File: config.mk
export PLATFORM = sky130hd
export DESIGN_NAME = pipe_ctrl
export DESIGN_NICKNAME = d
export VERILOG_FILES = /design/src/rtl/pipe_ctrl.sv
export SDC_FILE = /design/constraint.sdc
export NUM_CORES = 1
export LEC_CHECK = 0
export BUFFER_PORTS_ARGS = -buffer_cell sky130_fd_sc_hd__buf_2
export CORE_MARGIN = 2
export CORE_UTILIZATION = 35
export DETAILED_ROUTE_END_ITERATION = 8
export PLACE_DENSITY = 0.71
export SLEW_MARGIN = 10
export SYNTH_ARGS = -nofsm -noshare
export SYNTH_HDL_FRONTEND = slang
export SYNTH_SLANG_ARGS = --single-unit
File: constraint.sdc
create_clock -name clk -period 2.12 [get_ports clk]
set_clock_uncertainty 0.15 [all_clocks]
set_input_delay 0.212 -clock clk [delete_from_list [all_inputs] [get_ports clk]]
set_output_delay 0.212 -clock clk [all_outputs]
set_load 0.005 [all_outputs]
File: src/rtl/pipe_ctrl.sv
// Front-end sequencing controller: start-up delay, load-use stalls, branch
// redirects, halt parking, and saturating stall/flush event counters.
module pipe_ctrl #(
    parameter int STALL_CYCLES = 1,
    parameter int START_DELAY  = 2,
    parameter int CNT_W        = 16
) (
    input  logic             clk,
    input  logic             rst_n,
    input  logic             en,
    input  logic [4:0]       id_rs,
    input  logic [4:0]       id_rt,
    input  logic             id_uses_rt,
    input  logic             ex_mem_read,
    input  logic [4:0]       ex_rt,
    input  logic             branch_taken,
    input  logic             halt_req,
    output logic             PC_write,
    output logic             pc_sel,
    output logic             ifid_write,
    output logic             ifid_flush,
    output logic             idex_bubble,
    output logic [1:0]       state,
    output logic [CNT_W-1:0] stall_count,
    output logic [CNT_W-1:0] flush_count
);

    typedef enum logic [1:0] {
        ST_INIT  = 2'd0,
        ST_RUN   = 2'd1,
        ST_STALL = 2'd2,
        ST_HALT  = 2'd3
    } state_t;

    localparam state_t RESET_STATE = (START_DELAY > 0) ? ST_INIT : ST_RUN;
    localparam int DLY_W = (START_DELAY > 1) ? $clog2(START_DELAY + 1) : 1;
    localparam int REM_W = (STALL_CYCLES > 1) ? $clog2(STALL_CYCLES) : 1;
    localparam logic [DLY_W-1:0] DLY_INIT = DLY_W'(START_DELAY);
    localparam logic [REM_W-1:0] REM_INIT = REM_W'(STALL_CYCLES - 1);
    localparam logic [CNT_W-1:0] CNT_MAX  = '1;

    state_t           state_reg, state_next;
    logic [DLY_W-1:0] dly_reg, dly_next;
    logic [REM_W-1:0] rem_reg, rem_next;
    logic [CNT_W-1:0] stall_count_reg, stall_count_next;
    logic [CNT_W-1:0] flush_count_reg, flush_count_next;
    logic             stall_evt;
    logic             flush_evt;
    logic             load_use;
    logic             br;

    assign load_use = ex_mem_read && (ex_rt != 5'd0) &&
                      ((ex_rt == id_rs) || (id_uses_rt && (ex_rt == id_rt)));

    // Outputs are combinational, so a redirect must not leak out while reset is held.
    assign br = branch_taken && rst_n;

    always_comb begin
        state_next  = state_reg;
        dly_next    = dly_reg;
        rem_next    = rem_reg;
        PC_write    = 1'b0;
        pc_sel      = 1'b0;
        ifid_write  = 1'b0;
        ifid_flush  = 1'b0;
        idex_bubble = 1'b0;
        stall_evt   = 1'b0;
        flush_evt   = 1'b0;

        case (state_reg)
            ST_INIT: begin
                idex_bubble = 1'b1;
                if (dly_reg <= DLY_W'(1)) begin
                    dly_next   = '0;
                    state_next = ST_RUN;
                end else begin
                    dly_next = dly_reg - DLY_W'(1);
                end
            end

            ST_RUN: begin
                if (br) begin
                    pc_sel      = 1'b1;
                    PC_write    = 1'b1;
                    ifid_flush  = 1'b1;
                    idex_bubble = 1'b1;
                    flush_evt   = 1'b1;
                end else if (!en) begin
                    PC_write = 1'b0;
                end else if (load_use) begin
                    idex_bubble = 1'b1;
                    stall_evt   = 1'b1;
                    if (STALL_CYCLES > 1) begin
                        state_next = ST_STALL;
                        rem_next   = REM_INIT;
                    end
                end else if (halt_req) begin
                    idex_bubble = 1'b1;
                    state_next  = ST_HALT;
                end else begin
                    PC_write   = 1'b1;
                    ifid_write = 1'b1;
                end
            end

            ST_STALL: begin
                // A redirect flushes the stalled ID instruction, so the stall is moot.
                if (br) begin
                    pc_sel      = 1'b1;
                    PC_write    = 1'b1;
                    ifid_flush  = 1'b1;
                    idex_bubble = 1'b1;
                    flush_evt   = 1'b1;
                    rem_next    = '0;
                    state_next  = ST_RUN;
                end else begin
                    idex_bubble = 1'b1;
                    stall_evt   = 1'b1;
                    if (rem_reg <= REM_W'(1)) begin
                        rem_next   = '0;
                        state_next = ST_RUN;
                    end else begin
                        rem_next = rem_reg - REM_W'(1);
                    end
                end
            end

            ST_HALT: begin
                idex_bubble = 1'b1;
            end

            default: begin
                state_next = RESET_STATE;
            end
        endcase
    end

    always_comb begin
        stall_count_next = stall_count_reg;
        flush_count_next = flush_count_reg;
        if (stall_evt && (stall_count_reg != CNT_MAX)) begin
            stall_count_next = stall_count_reg + CNT_W'(1);
        end
        if (flush_evt && (flush_count_reg != CNT_MAX)) begin
            flush_count_next = flush_count_reg + CNT_W'(1);
        end
    end

    always_ff @(posedge clk or negedge rst_n) begin
        if (!rst_n) begin
            state_reg       <= RESET_STATE;
            dly_reg         <= DLY_INIT;
            rem_reg         <= '0;
            stall_count_reg <= '0;
            flush_count_reg <= '0;
        end else begin
            state_reg       <= state_next;
            dly_reg         <= dly_next;
            rem_reg         <= rem_next;
            stall_count_reg <= stall_count_next;
            flush_count_reg <= flush_count_next;
        end
    end

    assign state       = state_reg;
    assign stall_count = stall_count_reg;
    assign flush_count = flush_count_reg;

endmodule

==> reports/summary.md <==
The logs give 0 for the number of max-cap violations and 1680 ps for the arrival time of the worst setup path. After floorplanning, the core was divided into 27 placement rows. TritonCTS created 5 clock buffers. Once placement completed, the tool counted placed cells totaling 326. The post-synthesis adder-cell area fraction was 4.55%. The tools report the post-synthesis cell type count as 34.

The required time of the critical path is 1760 ps, and the number of buffers and inverters on the critical path is 3. The run finished with clean final reports. The mux contribution to synthesized area works out to 1.17%.

The pin count of the biggest net entering global routing is 35, and the number of nets in the layout is 293. The top cell types in the final layout, fill and taps aside, are 60 x sky130_fd_sc_hd__buf_2, 35 x sky130_fd_sc_hd__xnor2_1, 35 x sky130_fd_sc_hd__dfrtp_1. The logs give 0 for the total of endpoints with negative setup slack in the final report and 35.6% for the starting density of the core. The worst hold path belongs to the class input port to asynchronous set/reset pin. For this run, the detailed router's first-pass iteration total came to 4.

The clock transition at the registers of the reported paths works out to 70 ps. Walking the worst path, the cells encountered are buf_2 -> or4_1 -> o21a_1 -> buf_4 -> and2_4 -> o21ai_1 -> nand3_1 -> buf_2. The number of levels the H-tree was split into is 2. The area growth from synthesis to layout is 33.6%. The element type at the critical path end is an output port.

For the count of endpoints failing hold in the final timing report, the log shows 0. The number of buffers added on ports is 60, and the transition time at the pin with the least slew margin is 361 ps. The worst-path maximum fanout is 3. The tools report the total nets after synthesis as 210. The worst pin sits at a relative slew slack of 75.9%. Cells with a size suffix above 1 make up 35.5% of the layout. Synthesis inferred 36 register bits. Timing would allow up to 490 MHz. The placeable core region was 5410 um^2; the gate count of the mapped netlist was 181. The tools report the via count of the first global-routing pass as 1497. After synthesis, flip-flops and latches occupy 46.8% of the total area. The setup path with the least slack is of type input port to output port. Fill cells in the final layout number 547. The die width is 78.2 um. Subtracting the final worst setup slack from the clock period gives 2040 ps. The clock passes through at most 2 buffers.

CTS placed an instance of sky130_fd_sc_hd__clkbuf_8 at the clock tree root. The die covers 6110 um^2. The category of cells accounting for the largest share of critical-path delay is simple AND/OR/NAND/NOR gates. For this block, the routed nets add up to 4.40 mm of wire. The global-route usage over all layers is 14.3%. The tree built by TritonCTS fans out to 36 sinks. The startpoint identified for the worst register-to-register timing path is flush_count[5]. At the end of routability-driven placement, the weighted congestion stood at 0.782.

TritonCTS built the clock tree. The floorplan step set the die height to 78.2 um. In this run the worst setup path begins at ex_rt[2]. For this block, the initial DRC count from the detailed router was 70. The worst-case IR drop observed on VDD is 0.613 mV. Critical path startpoint category: an input port. At the later pin of the worst-skew pair, clock insertion delay measures 280 ps. The global route total overflow was 0; the ratio of final minimum period to clock period was 96.2%. The run gives 1614 as the total number of vias.

The per-instance average area after synthesis is 10.6 um^2, and the global-route wire length before repair is 6.93 mm. The tools report the yosys synthesis warning count as 0. For this run, design rule violations remaining after detail routing come to 0. The synthesized netlist devotes 6.56% of its cell area to compound gates. After Yosys synthesis, XOR and XNOR cells account for 18.2% of the synthesized area. Largest family of logic cells by synthesized area: simple AND/OR/NAND/NOR gates. Number of pins exceeding their max-slew limit in the final report: 0. For this run, the slowest stage of the critical path takes 510 ps. The post-route worst hold slack was 133 ps; the number of antenna violations at the first check in global routing was 0. The library cell used most frequently in the layout, excluding fill and tap cells, is sky130_fd_sc_hd__buf_2.

Power spread over the standard cell area amounts to 700 nW/um^2. Once detailed placement completed, the half-perimeter wirelength came to 3.32 mm. For the count of antenna-violating nets left after detailed routing, the log shows 0.

Dividing the detail-routed wire length by the instance count gives 13.0 um. After Yosys synthesis, and, or, nand and nor cells account for 20.4% of the synthesized area. In this run the cell area of the synthesized design comes to 1930 um^2. The slowest stage of the critical path is the sky130_fd_sc_hd__or4_1 cell. The cell type with the highest occurrence count on the critical path was sky130_fd_sc_hd__buf_2. The average vias per placed instance works out to 4.79.

The logs give 170 ps for the slack of the worst reg-to-reg path and 1.80 mW for the total chip power. In this run the count of I/O pins placed on the die edge is 61. For the static power due to leakage, the log shows 1.27 nW.

The repair_antennas step left the layout with diodes totalling 0. The post-layout instance count excluding filler cells came out at 337.
-- cell families after synthesis --
family | after synthesis
mux | 2
xor+xnor | 40
fa+ha+maj | 7
buf+inv | 9
compound gates | 16
simple gates | 71
flops | 36
-- routing by layer --
| metal | vias to the layer above | share of wire [%] | global-route usage, % | wire length [um] |
|---|---|---|---|---|
| li1 | 804 | - | - | - |
| met1 | 745 | 46 | 18.4 | 2020 |
| met2 | 60 | 45 | 22.6 | 1980 |
| met3 | 5 | 7.8 | 4.71 | 345 |
| met4 | 0 | 1.2 | 5.09 | 52 |
| met5 | - | 0 | 0 | 0 |
-- cell type report --
type,count,area [um^2],area share (%)
multi-input combinational,136,1000,39.0
inverter,7,26.3,1.02
sequential,36,902,35.0
timing repair buffer,78,463,18.0
tap,72,90.1,3.50
clock buffer,8,90.1,3.50
-- power by group --
group	internal [mW]	leakage, nW	switching (mW)	total, mW
registers	0.753	0.478	0.0651	0.818
logic	0.245	0.741	0.251	0.495
clock network	0.265	0.0455	0.225	0.490
total	1.26	1.27	0.540	1.80
-- synthesized netlist by cell type --
cell / number / share of area (%)
sky130_fd_sc_hd__buf_4: 1 / 0.39
sky130_fd_sc_hd__and2_1: 1 / 0.32
sky130_fd_sc_hd__nor4b_1: 1 / 0.45
sky130_fd_sc_hd__o22ai_1: 1 / 0.32
sky130_fd_sc_hd__and4b_1: 1 / 0.52
sky130_fd_sc_hd__and4_1: 4 / 1.8
sky130_fd_sc_hd__nand4_1: 13 / 4.2
sky130_fd_sc_hd__o211ai_1: 1 / 0.39
sky130_fd_sc_hd__o21ai_0: 3 / 0.78
sky130_fd_sc_hd__a21oi_1: 3 / 0.78
sky130_fd_sc_hd__nor3b_1: 1 / 0.39
sky130_fd_sc_hd__xnor2_1: 35 / 16
sky130_fd_sc_hd__o22a_1: 1 / 0.45
sky130_fd_sc_hd__nor2_1: 7 / 1.4
sky130_fd_sc_hd__dfrtp_1: 35 / 45
sky130_fd_sc_hd__buf_6: 1 / 0.58
sky130_fd_sc_hd__nand3b_1: 3 / 1.2
sky130_fd_sc_hd__a21o_1: 1 / 0.39
sky130_fd_sc_hd__xor2_1: 5 / 2.3
sky130_fd_sc_hd__nor3_1: 2 / 0.52
sky130_fd_sc_hd__nor2_2: 1 / 0.32
sky130_fd_sc_hd__nand2_1: 12 / 2.3
sky130_fd_sc_hd__and2_2: 1 / 0.39
sky130_fd_sc_hd__and3_1: 3 / 0.97
sky130_fd_sc_hd__inv_1: 7 / 1.4
sky130_fd_sc_hd__a41o_1: 1 / 0.52
sky130_fd_sc_hd__o21a_1: 2 / 0.78
sky130_fd_sc_hd__or4_1: 1 / 0.39
sky130_fd_sc_hd__dfstp_2: 1 / 1.4
sky130_fd_sc_hd__nand3_1: 20 / 5.2
sky130_fd_sc_hd__a21boi_0: 2 / 0.78
sky130_fd_sc_hd__mux2_2: 2 / 1.2
sky130_fd_sc_hd__ha_1: 7 / 4.5
sky130_fd_sc_hd__a311oi_4: 1 / 1.4
-- worst paths after layout --
kind                                    to  cells past startpoint
setup reg to reg           flush_count[14]                      6
setup / recovery               idex_bubble                      8
min in group clk                  state[0]                      4
hold / removal                  dly_reg[0]                      2
max in group asynchronous   flush_count[2]                      4
hold reg to reg             flush_count[7]                      1
-- metrics by stage --
stage	setup TNS (ps)	instance area, um^2	setup WS, ps	utilization (%)
6_report	0	2570	80.4	47.6
5_1_grt	-5.81	2570	-5.81	47.6
4_1_cts	0	2540	46.8	47.1
3_5_place_dp	0	2420	54.8	44.8
3_3_place_gp	0	2420	44.5	44.8
2_1_floorplan	0	1930	94.0	-
-- repair_timing --
| item | in CTS | in global routing |
|---|---|---|
| hold endpoints to repair | 36 | 0 |
| gates resized for setup | 0 | 8 |
| setup endpoints to repair | 0 | 5 |
| hold buffers | 2 | 0 |
| buffers inserted | 0 | 1 |
No activity file was read; power rests on OpenSTA's default activity.
